===== src/rtl/regm_wr_arbiter_if.sv =====
// Write-port bundle between the requesters and regm_wr_arbiter.
// master drives requests; slave is the arbiter side.
interface regm_wr_arbiter_if;
    logic        wb_valid;
    logic [4:0]  wb_reg;
    logic [31:0] wb_data;
    logic        wb_ready;
    logic        acc_valid;
    logic [4:0]  acc_reg;
    logic [31:0] acc_data;
    logic        acc_ready;
    logic        host_valid;
    logic [4:0]  host_reg;
    logic [31:0] host_data;
    logic        host_ready;
    logic        clear_start;
    logic        busy;
    logic        regwrite;
    logic [4:0]  wrreg;
    logic [31:0] wrdata;
    logic [1:0]  grant_id;

    modport master (
        output wb_valid, wb_reg, wb_data,
        output acc_valid, acc_reg, acc_data,
        output host_valid, host_reg, host_data,
        output clear_start,
        input  wb_ready, acc_ready, host_ready,
        input  busy, regwrite, wrreg, wrdata, grant_id
    );

    modport slave (
        input  wb_valid, wb_reg, wb_data,
        input  acc_valid, acc_reg, acc_data,
        input  host_valid, host_reg, host_data,
        input  clear_start,
        output wb_ready, acc_ready, host_ready,
        output busy, regwrite, wrreg, wrdata, grant_id
    );
endinterface


===== src/rtl/regm_wr_arbiter.sv =====
// Shares the register-memory write port between writeback, accelerator
// and host, and zero-fills r1..r31 after reset or on request.
module regm_wr_arbiter #(
    parameter bit          CLEAR_ON_RESET = 1'b1,
    parameter int unsigned STARVE_LIMIT   = 8
) (
    input logic            clk,
    input logic            reset_n,
    regm_wr_arbiter_if.slave bus
);
    typedef enum logic {CLEAR, RUN} state_t;

    localparam state_t RST_STATE = CLEAR_ON_RESET ? CLEAR : RUN;
    localparam logic [1:0] GID_NONE = 2'd0;
    localparam logic [1:0] GID_WB   = 2'd1;
    localparam logic [1:0] GID_ACC  = 2'd2;
    localparam logic [1:0] GID_HOST = 2'd3;

    state_t      state, state_nx;
    logic [4:0]  clr_idx, clr_idx_nx;
    logic [7:0]  cnt, cnt_nx;
    logic        force_slot, force_nx;
    logic        rr_host, rr_nx;
    logic        rw_q, rw_nx;
    logic [4:0]  reg_q, reg_nx;
    logic [31:0] dat_q, dat_nx;
    logic [1:0]  gid_q, gid_nx;

    logic run, in_clr, open, any_ah, pick_host;
    logic wb_gnt, acc_gnt, host_gnt, inc;

    assign run       = (state == RUN);
    assign in_clr    = (state == CLEAR);
    assign open      = run & ~bus.clear_start;
    assign any_ah    = bus.acc_valid | bus.host_valid;
    // rr_host set means host is favoured when both request
    assign pick_host = bus.host_valid & (~bus.acc_valid | rr_host);
    assign wb_gnt    = open & ~force_slot & bus.wb_valid;
    assign acc_gnt   = open & ~wb_gnt & bus.acc_valid & ~pick_host;
    assign host_gnt  = open & ~wb_gnt & pick_host;
    assign inc       = wb_gnt & any_ah;

    assign bus.wb_ready   = open & ~force_slot;
    assign bus.acc_ready  = acc_gnt;
    assign bus.host_ready = host_gnt;
    assign bus.busy       = in_clr;
    assign bus.regwrite   = rw_q;
    assign bus.wrreg      = reg_q;
    assign bus.wrdata     = dat_q;
    assign bus.grant_id   = gid_q;

    always_ff @(posedge clk or negedge reset_n) begin
        if (!reset_n) begin
            state   <= RST_STATE;
            clr_idx <= 5'd1;
        end else begin
            state   <= state_nx;
            clr_idx <= clr_idx_nx;
        end
    end

    always_comb begin
        state_nx   = state;
        clr_idx_nx = clr_idx;
        unique case (state)
            CLEAR: begin
                if (clr_idx == 5'd31) begin
                    state_nx   = RUN;
                    clr_idx_nx = 5'd1;
                end else begin
                    clr_idx_nx = clr_idx + 5'd1;
                end
            end
            RUN: begin
                if (bus.clear_start) begin
                    state_nx   = CLEAR;
                    clr_idx_nx = 5'd1;
                end
            end
            default: ;
        endcase
    end

    always_comb begin
        rw_nx  = 1'b0;
        reg_nx = reg_q;
        dat_nx = dat_q;
        gid_nx = GID_NONE;
        unique case (1'b1)
            in_clr: begin
                rw_nx  = 1'b1;
                reg_nx = clr_idx;
                dat_nx = '0;
            end
            wb_gnt: begin
                rw_nx  = (bus.wb_reg != 5'd0);
                reg_nx = bus.wb_reg;
                dat_nx = bus.wb_data;
                gid_nx = GID_WB;
            end
            acc_gnt: begin
                rw_nx  = (bus.acc_reg != 5'd0);
                reg_nx = bus.acc_reg;
                dat_nx = bus.acc_data;
                gid_nx = GID_ACC;
            end
            host_gnt: begin
                rw_nx  = (bus.host_reg != 5'd0);
                reg_nx = bus.host_reg;
                dat_nx = bus.host_data;
                gid_nx = GID_HOST;
            end
            default: ;
        endcase
    end

    // force_slot rises in the cycle the counter reaches the limit
    always_comb begin
        cnt_nx   = cnt;
        force_nx = 1'b0;
        rr_nx    = rr_host;
        if (!run || acc_gnt || host_gnt || !any_ah) begin
            cnt_nx = '0;
        end else if (inc) begin
            cnt_nx   = cnt + 8'd1;
            force_nx = ({1'b0, cnt} + 9'd1) == 9'(STARVE_LIMIT);
        end
        if (acc_gnt) rr_nx = 1'b1;
        if (host_gnt) rr_nx = 1'b0;
    end

    always_ff @(posedge clk or negedge reset_n) begin
        if (!reset_n) begin
            cnt        <= '0;
            force_slot <= 1'b0;
            rr_host    <= 1'b0;
            rw_q       <= 1'b0;
            reg_q      <= '0;
            dat_q      <= '0;
            gid_q      <= GID_NONE;
        end else begin
            cnt        <= cnt_nx;
            force_slot <= force_nx;
            rr_host    <= rr_nx;
            rw_q       <= rw_nx;
            reg_q      <= reg_nx;
            dat_q      <= dat_nx;
            gid_q      <= gid_nx;
        end
    end
endmodule


===== src/flat_wrapper.sv =====
// flat-port wrapper written by rule: the top's interface ports become plain ports
module regm_wr_arbiter_flat 
#(
    parameter bit          CLEAR_ON_RESET = 1'b1,
    parameter int unsigned STARVE_LIMIT   = 8
)
  (clk, reset_n, bus_wb_valid, bus_wb_reg, bus_wb_data, bus_acc_valid, bus_acc_reg, bus_acc_data, bus_host_valid, bus_host_reg, bus_host_data, bus_clear_start, bus_wb_ready, bus_acc_ready, bus_host_ready, bus_busy, bus_regwrite, bus_wrreg, bus_wrdata, bus_grant_id);
  regm_wr_arbiter_if bus_i ();
  input logic clk;
  input logic reset_n;
  input wire logic [$bits(bus_i.wb_valid)-1:0] bus_wb_valid;
  input wire logic [$bits(bus_i.wb_reg)-1:0] bus_wb_reg;
  input wire logic [$bits(bus_i.wb_data)-1:0] bus_wb_data;
  input wire logic [$bits(bus_i.acc_valid)-1:0] bus_acc_valid;
  input wire logic [$bits(bus_i.acc_reg)-1:0] bus_acc_reg;
  input wire logic [$bits(bus_i.acc_data)-1:0] bus_acc_data;
  input wire logic [$bits(bus_i.host_valid)-1:0] bus_host_valid;
  input wire logic [$bits(bus_i.host_reg)-1:0] bus_host_reg;
  input wire logic [$bits(bus_i.host_data)-1:0] bus_host_data;
  input wire logic [$bits(bus_i.clear_start)-1:0] bus_clear_start;
  output wire logic [$bits(bus_i.wb_ready)-1:0] bus_wb_ready;
  output wire logic [$bits(bus_i.acc_ready)-1:0] bus_acc_ready;
  output wire logic [$bits(bus_i.host_ready)-1:0] bus_host_ready;
  output wire logic [$bits(bus_i.busy)-1:0] bus_busy;
  output wire logic [$bits(bus_i.regwrite)-1:0] bus_regwrite;
  output wire logic [$bits(bus_i.wrreg)-1:0] bus_wrreg;
  output wire logic [$bits(bus_i.wrdata)-1:0] bus_wrdata;
  output wire logic [$bits(bus_i.grant_id)-1:0] bus_grant_id;
  assign bus_i.wb_valid = bus_wb_valid;
  assign bus_i.wb_reg = bus_wb_reg;
  assign bus_i.wb_data = bus_wb_data;
  assign bus_i.acc_valid = bus_acc_valid;
  assign bus_i.acc_reg = bus_acc_reg;
  assign bus_i.acc_data = bus_acc_data;
  assign bus_i.host_valid = bus_host_valid;
  assign bus_i.host_reg = bus_host_reg;
  assign bus_i.host_data = bus_host_data;
  assign bus_i.clear_start = bus_clear_start;
  assign bus_wb_ready = bus_i.wb_ready;
  assign bus_acc_ready = bus_i.acc_ready;
  assign bus_host_ready = bus_i.host_ready;
  assign bus_busy = bus_i.busy;
  assign bus_regwrite = bus_i.regwrite;
  assign bus_wrreg = bus_i.wrreg;
  assign bus_wrdata = bus_i.wrdata;
  assign bus_grant_id = bus_i.grant_id;
  regm_wr_arbiter #(.CLEAR_ON_RESET(CLEAR_ON_RESET), .STARVE_LIMIT(STARVE_LIMIT)) u_core (.clk(clk), .reset_n(reset_n), .bus(bus_i));
endmodule

===== config.mk =====
export PLATFORM = sky130hd
export DESIGN_NAME = regm_wr_arbiter_flat
export DESIGN_NICKNAME = d
export VERILOG_FILES = /design/src/rtl/regm_wr_arbiter_if.sv /design/src/rtl/regm_wr_arbiter.sv /design/src/flat_wrapper.sv
export SDC_FILE = /design/constraint.sdc
export NUM_CORES = 1
export LEC_CHECK = 0
export CORE_MARGIN = 10
export CORE_UTILIZATION = 42
export DETAILED_ROUTE_END_ITERATION = 12
export PLACE_DENSITY = 0.85
export SYNTH_ARGS = -nofsm -noshare
export SYNTH_HDL_FRONTEND = slang
export SYNTH_SLANG_ARGS = --single-unit

===== constraint.sdc =====
create_clock -name clk -period 2.6 [get_ports clk]
set_clock_uncertainty 0.2 [all_clocks]
set_input_delay 0.65 -clock clk [delete_from_list [all_inputs] [get_ports clk]]
set_output_delay 0.65 -clock clk [all_outputs]
set_load 0.1 [all_outputs]

* Word level (Yosys, flattened, before mapping)
Cells that the tools add are included.
** Cells by class
- Add/subtract/negate cells :: 3
- Eq/ne operators :: 3
- Mux-type cells :: 16
- Bitwise gates (word level) :: 17
- Reduce and logical (&&, ||, !) cells :: 11
** Operators by type and width (count)
- case mux 32 bit (4 select lines) :: 1
- case mux 5 bit (4 select lines) :: 1
- two-way mux 8 bit :: 2
- nonzero test 5 bit :: 3
- two-way mux 5 bit :: 2
- case mux 5 bit (2 select lines) :: 1
- adder 8 x 1 -> 9 bit, second input constant :: 1
- bitwise AND 1 bit :: 9
- equality test 9 x 4 -> 1 bit, second input constant :: 1
- adder 8 x 1 -> 8 bit, second input constant :: 1
- two-way mux 1 bit :: 6
- inverter 1 bit :: 6
- case mux 2 bit (3 select lines) :: 1
- adder 5 x 1 -> 5 bit, second input constant :: 1
- equality test 5 bit, second input constant :: 1
- case mux 1 bit (4 select lines) :: 1
- nonzero test 2 bit :: 2
- nonzero test 4 bit :: 1
- logical OR 1 bit :: 3
- logical NOT 1 bit :: 2
- != test 2 bit, second input constant :: 1
- OR 1 bit :: 2
- case mux 1 bit (2 select lines) :: 1
** Word-level totals
- Register bits :: 56
- Input port bits :: 117
- Output and inout port bits :: 44
- Word-level logic and storage cells :: 59

* Logic depth before layout (Yosys ltp)
Gate-level depths: netlist (run 1).
- Word-level depth :: 12
- Depth in mapped cells :: 6
- Mapped depth without buffers :: 6

* Least setup slack after synthesis (run 1)
No wires, ideal clock.
- Path kind :: input to output
- Start point :: input bus_clear_start
- End point :: output bus_wb_ready
- Data arrival time :: 2.150 ns
- Data required time :: 1.750 ns
- Setup slack :: -0.400 ns
- Stages :: 2
- Path buffers :: 0
- Cell sequence :: nand2b_2 -> nor2_1
** Between the ends
- Cells in the longest elaborated chain, start to end :: 3
** RTL lines
- start: declaration :: RTL line flat_wrapper.sv:20 : input wire logic [$bits(bus_i.clear_start)-1:0] bus_clear_start;
- inverter 1 bit :: RTL line regm_wr_arbiter.sv:34 : assign open = run & ~bus.clear_start;
- bitwise AND 1 bit :: RTL line regm_wr_arbiter.sv:34
- bitwise AND 1 bit :: RTL line regm_wr_arbiter.sv:43 : assign bus.wb_ready = open & ~force_slot;
- end: declaration :: RTL line flat_wrapper.sv:21 : output wire logic [$bits(bus_i.wb_ready)-1:0] bus_wb_ready;
Every way passes these cells.

* Worst setup path in the final report (run 1)
- Start point :: input bus_clear_start
- End point :: output bus_host_ready
** Between the ends
- Cells in the longest elaborated chain, start to end :: 7
** RTL lines
- inverter 1 bit * :: RTL line regm_wr_arbiter.sv:34
- bitwise AND 1 bit * :: RTL line regm_wr_arbiter.sv:34
- bitwise AND 1 bit (2 in a row) :: RTL line regm_wr_arbiter.sv:38 : assign wb_gnt = open & ~force_slot & bus.wb_valid;
- inverter 1 bit :: RTL line regm_wr_arbiter.sv:40 : assign host_gnt = open & ~wb_gnt & pick_host;
- bitwise AND 1 bit * (2 in a row) :: RTL line regm_wr_arbiter.sv:40
- end: declaration :: RTL line flat_wrapper.sv:23 : output wire logic [$bits(bus_i.host_ready)-1:0] bus_host_ready;
Mark *: on every way between the ends. The rest lies on a longest branch, timed or not.

==> results of run 1 <==
## cell type report
class / count / area share
Clock buffer: 7 / 0.0179
Timing Repair Buffer: 179 / 0.355
Clock inverter: 1 / 0.00156
Tap cell: 96 / 0.0249
Multi-Input combinational cell: 206 / 0.283
Inverter: 35 / 0.0272
Sequential cell: 56 / 0.291
## sequential cells by signal (all words and copies together) (netlist names)
signal and flops:
u_core.bus.wrdata 32, u_core.force_slot 1, u_core.cnt 8, u_core.clr_idx 5, u_core.bus.regwrite 1, u_core.run 1
u_core.bus.wrreg 5, u_core.bus.grant_id 2, u_core.rr_host 1
## power by group through the flow
| stage | Clock (uW) | Sequential, uW | Combinational (uW) |
|---|---|---|---|
| finish | 496 | 1160 | 1960 |
| detailed placement | 0 | 1170 | 1970 |
| floorplan | 0 | 1900 | 581 |
| CTS | 507 | 1160 | 1970 |
| global placement | 0 | 1160 | 1930 |
| global route | 536 | 1180 | 2060 |
## final timing paths
check	endpoint	start	cells after the start
worst min register to register	u_core.clr_idx[4]$_DFFE_PN0P_	u_core.clr_idx[4]$_DFFE_PN0P_	2
min in group clk	u_core.clr_idx[4]$_DFFE_PN0P_	u_core.clr_idx[4]$_DFFE_PN0P_	2
worst min-delay path	u_core.bus.wrdata[21]$_DFFE_PN0P_	reset_n	1
worst max register to register	u_core.cnt[5]$_DFFE_PN0P_	u_core.run$_DFF_PN0_	6
max in group asynchronous	u_core.clr_idx[0]$_DFFE_PN1P_	reset_n	2
worst max-delay path	bus_host_ready	bus_clear_start	4
## routing by layer
layer,share of wire,GRT usage,vias up
li1,-,-,1461
met1,0.41,0.221,1493
met2,0.49,0.330,160
met3,0.072,0.0545,22
met4,0.023,0.0557,0
met5,0,0,-
## timing repair
action                     4_1_cts  5_1_grt
buffers inserted                 0        0
setup endpoints to repair        3        0
resized for setup                5        0
## cells in the final DEF, fill, tap and decap left out, types with 3 or more instances in the layout
cell / synthesis / layout
nand2_1: 47 / 47
mux2i_1: 4 / 4
nor2_1: 15 / 14
a22oi_1: 32 / 32
nor4_1: 3 / 3
a21oi_1: 6 / 6
a221o_1: 4 / 4
buf_4: 1 / 56
xnor2_1: 8 / 8
buf_12: 0 / 7
inv_1: 35 / 35
o2bb2ai_1: 3 / 3
clkbuf_8: 0 / 6
o211ai_1: 32 / 32
dfrtp_1: 55 / 55
or4_1: 3 / 3
ha_1: 3 / 3
clkdlybuf4s50_1: 0 / 111
nand3_1: 3 / 3
o21ai_0: 10 / 10
nand4_1: 3 / 3
dlygate4sd2_1: 0 / 4
## metrics by stage
stage | area (um2) | power (uW) | setup slack, ns | util | hold WS [ns]
detailed placement | 4730 | 3140 | -0.197 | 0.689 | 0.353
CTS | 4830 | 3630 | 0.0388 | 0.703 | 0.0774
floorplan | 2990 | 2490 | 0.0101 | - | 0.154
finish | 4830 | 3610 | 0.0438 | 0.703 | 0.0680
global placement | 4730 | 3090 | -0.194 | 0.689 | 0.341
global route | 4830 | 3770 | 0.00207 | 0.703 | 0.0923
## cells by family after synthesis
kind of cell	share of synthesized area
fa+ha+maj	0.0126
compound gates	0.239
buf+inv	0.0774
simple gates	0.158
flops	0.469
xor+xnor	0.0264
mux	0.0172
==> metrics.txt, run 1 <==
P_sw=between 1500 and 2000 uW; Comb pwr share=0.542; synthesized area=2990 um2; Final min period=2.56 ns; via count=3136; register area share after synthesis=0.469; wire per inst=18.7 um; Reg area=around 1400 um2; detailed placer's ending HPWL=8490 um; Pint=between 1500 and 2000 uW; Clock Latency Late Sink=0.31 ns; most used flip-flop cell after synthesis=dfrtp_1; clock power share=0.137; DR vias/cell=5.41; root buffer cell=clkbuf_8; number of synthesized register bits=56; Worst EP arrival=1.71 ns; Syn-to-layout area delta=61.4%; worst reg2reg setup slack=0.59 ns; static leakage=0.00192 uW; vias in the first global route=3351; DIE HEIGHT=104 um; Num CTS Buffers=5; IO Port Bufs=160; top-level I/O count=161; Max stage delay on crit path=0.41 ns; Peak VDD IR=~0.31 mV; critical path buffer and inverter count=2; # Max-Cap Violations=0; Non-Filler Instances=580; Critical Path RT=1.75 ns; core area=between 6000 and 7000 um2; Slew Viols, Final=0; final hold violation count=0; ANT cells=0; Fmax=0.391 GHz; CP endpoint kind=output port; Yosys top cell area share=0.460; Die ar.=10900 um2; final WL=10800 um; CTS HTree Levels=2; remaining global-route overflow=0; Worst Hold Class=input pin to async pin; initial antenna violation count=0; Die Wd=104 um; PwrDens=~750 nW/um2; yosys warns=0; CTS tree=built; Placed Cells=572; DR DRC count=0; status=finished clean; GRT Overall Usage=0.190; synth unique cells=47; Synth area leaders=dfrtp_1, a22oi_1, o211ai_1; FP Rows=30; deepest clock path buffer count=2; share of cells above drive strength 1=0.167; RSZ-0062 raised after global routing=false; most common cell in the netlist=dfrtp_1; Synth Instances=316; fin crit share=0.983; Synth top cells by count=dfrtp_1, nand2_1, inv_1; Post-CTS Hold Fix Bufs=0; largest area contributor in the netlist=dfrtp_1; Detail Route Antenna Nets=0; WS Path Type=input pin to output port; CP max FO=3; TritonRoute pass-1 iters=4; fillers=just over 500; worst slew pin tran=0.446 ns; Setup TNS Final=0 ns; # setup viols final=0; top cell family by delay on the critical path=simple AND/OR/NAND/NOR gates; Post-synth EDFFs=0; nets=603; CTS Sinks=56; first-pass GRT wire length=17100 um; number of DRC markers in iteration 0=134; Worst-path clk slew=0.10 ns; sequential power share=0.321; starting density of the core=0.435; area taken by multi-input logic gates=1370 um2; Worst path slowest cell=nor4b_4; CP startpoint kind=input pin; relative slew slack=0.703; ys async rst share=1.00; Post-Synthesis Mean Instance Area=9.46 um2; syn_nets=436; RD Place Congestion=a little over 0.8; Sw Ratio=0.480; Cell Chain, Critical Path=dlygate4sd2_1 > nand2b_4 > nor4b_4 > buf_12; largest net degree at the start of global routing=41
Note: power is estimated with default switching activity, not from simulation.
==> inputs of run 2 (changes only) <==
Settings changed: CTS_CLUSTER_DIAMETER set to 50.
==> results of run 2 <==
Same layout as run 1: the final DEF is identical, and so are final timing and power.
==> inputs of run 3 (changes only) <==
Settings changed: CORE_MARGIN 10 to not set.
==> metrics.txt, run 3 (synthesized netlist as in run 1, its figures left out) <==
remaining global-route overflow=0 (unchanged); Num CTS Buffers=5 (unchanged); WS Path Type=input pin to output port (unchanged); Peak VDD IR=0.382 mV (was 0.311 mV); Post-CTS Resized=5 (unchanged); number of DRC markers in iteration 0=165 (was 134); # Max-Cap Violations=0 (unchanged); FP Rows=30 (unchanged); via count=3039 (was 3136); relative slew slack=0.702 (was 0.703); Critical Path RT=1.75 ns (about the same); top cell family by delay on the critical path=buffers and inverters (was simple AND/OR/NAND/NOR gates); CTS Sinks=56 (unchanged); Die ar.=7460 um2 (was 10900 um2); Post-CTS Hold Fix Bufs=0 (unchanged); P_sw=1710 uW (was 1730 uW); Slew Viols, Final=0 (unchanged); Syn-to-layout area delta=61.3% (was 61.4%); Worst R2R Start=u_core.force_slot$_DFF_PN0_ (was u_core.run$_DFF_PN0_); GRT Overall Usage=0.247 (was 0.190); core area=6830 um2 (was 6870 um2); Placed Cells=573 (was 572); Area after DPL=4710 um2 (was 4730 um2); DIE HEIGHT=86.4 um (was 104 um); DR DRC count=0 (unchanged); top-level I/O count=161 (unchanged); RSZ-0062 raised after global routing=false (unchanged); CP endpoint kind=output port (unchanged); nets=604 (was 603); Fmax=0.392 GHz (was 0.391 GHz); Detail Route Antenna Nets=0 (unchanged); RD Place Congestion=0.906 (was 0.830); leading cell type in the layout, fill and taps excluded=clkdlybuf4s50_1 (unchanged); R2R cell count=5 (was 6); most frequent cells in the layout=clkdlybuf4s50_1, buf_4, dfrtp_1 (unchanged); detailed placer's ending HPWL=6830 um (was 8490 um); vias in the first global route=3104 (was 3351); clock power share=0.154 (was 0.137); Cell Chain, Critical Path=dlygate4sd2_1 > nor2b_4 > a2111oi_4 > buf_12 (was dlygate4sd2_1 > nand2b_4 > nor4b_4 > buf_12); Worst path slowest cell=a2111oi_4 (was nor4b_4); max FFs per register=32 (unchanged); Comb pwr share=0.529 (was 0.542); Sw Ratio=0.469 (was 0.480); initial antenna violation count=0 (unchanged); largest net degree at the start of global routing=41 (unchanged); final WL=9060 um (was 10800 um); status=finished clean (unchanged); DR vias/cell=5.23 (was 5.41); Post-CTS Setup Bufs=0 (unchanged); critical path buffer and inverter count=2 (unchanged); Die Wd=86.4 um (was 104 um); root buffer cell=clkbuf_8 (unchanged); Power, Total=3660 uW (was 3610 uW); sequential power share=0.317 (was 0.321); Worst-path clk slew=0.09 ns (was 0.10 ns); final hold violation count=0 (unchanged); TritonRoute pass-1 iters=4 (unchanged); Worst EP arrival=1.70 ns (was 1.71 ns); deepest clock path buffer count=2 (unchanged); starting density of the core=0.438 (was 0.435); fillers=541 (was 514); final instance area=4820 um2 (was 4830 um2); Final min period=2.55 ns (was 2.56 ns); # setup viols final=0 (unchanged); Worst Hold Class=input pin to async pin (unchanged); Max stage delay on crit path=0.41 ns (about the same); CP startpoint kind=input pin (unchanged); PwrDens=759 nW/um2 (was 749 nW/um2); worst slew pin tran=0.448 ns (was 0.446 ns); final hold slack=0.138 ns (was 0.0680 ns); Non-Filler Instances=581 (was 580); share of cells above drive strength 1=0.169 (was 0.167); IO Port Bufs=160 (unchanged); ANT cells=0 (unchanged); first-pass GRT wire length=14500 um (was 17100 um); CTS HTree Levels=2 (unchanged); CP max FO=3 (unchanged); static leakage=0.00193 uW (was 0.00192 uW); Clock Latency Late Sink=0.31 ns (about the same); Pint=1940 uW (was 1880 uW); worst reg2reg setup slack=0.62 ns (was 0.59 ns); fin crit share=0.981 (was 0.983); R2R Path End=u_core.bus.wrdata[22]$_DFFE_PN0P_ (was u_core.cnt[5]$_DFFE_PN0P_); wire per inst=15.6 um (was 18.7 um); CTS tree=built (unchanged)
## run 3: how the worst max path moves through the flow
stage | from | end | slack [ns] | depth (start not counted)
final | bus_wb_valid | bus_acc_ready | 0.05 | 4
after global routing | bus_wb_valid | bus_acc_ready | 0.002 | 4
after CTS | bus_wb_valid | bus_acc_ready | 0.04 | 4
after detailed placement | bus_clear_start | bus_acc_ready | -0.19 | 4
after global placement | bus_clear_start | bus_acc_ready | -0.18 | 4
after floorplan | bus_clear_start | bus_acc_ready | 0.01 | 3
## run 3: area by class of cell
class | instances | area (um2) | area share
Inverter | 35 | 131 | 0.0272
Timing Repair Buffer | 180 | 1690 | 0.351
Tap cell | 96 | 120 | 0.0249
Multi-Input combinational cell | 206 | 1370 | 0.283
Clock inverter | 2 | 35.0 | 0.00727
Clock buffer | 6 | 72.6 | 0.0150
Sequential cell | 56 | 1400 | 0.291
## run 3: metal layers
layer,up-vias,share of wire,global-route usage
li1,1463,-,-
met1,1433,0.40,0.290
met2,129,0.52,0.455
met3,14,0.066,0.0505
met4,0,0.015,0.0712
met5,-,0,0
## run 3: metrics by stage
| stage | utilization | TNS (ns) | setup slack, ns |
|---|---|---|---|
| floorplan | - | 0 | 0.0101 |
| CTS | 0.706 | 0 | 0.0408 |
| global route | 0.706 | 0 | 0.00193 |
| finish | 0.706 | 0 | 0.0501 |
| global placement | 0.690 | -4.01 | -0.185 |
| detailed placement | 0.690 | -5.38 | -0.192 |
## run 3: worst register-to-register path: stages (launching register included)
cell	delay [ns]
dfrtp_1	0.45
nor2b_4	0.09
a2111oi_4	0.42
buf_4	0.46
a22oi_1	0.20
o211ai_1	0.11
## run 3: power groups by stage
stage | Sequential [uW] | Clock, uW | Combinational [uW]
after floorplan | 1900 | 0 | 581
after global placement | 1160 | 0 | 1910
after detailed placement | 1170 | 0 | 1940
after CTS | 1160 | 582 | 1940
after global routing | 1180 | 616 | 2040
final | 1160 | 563 | 1940
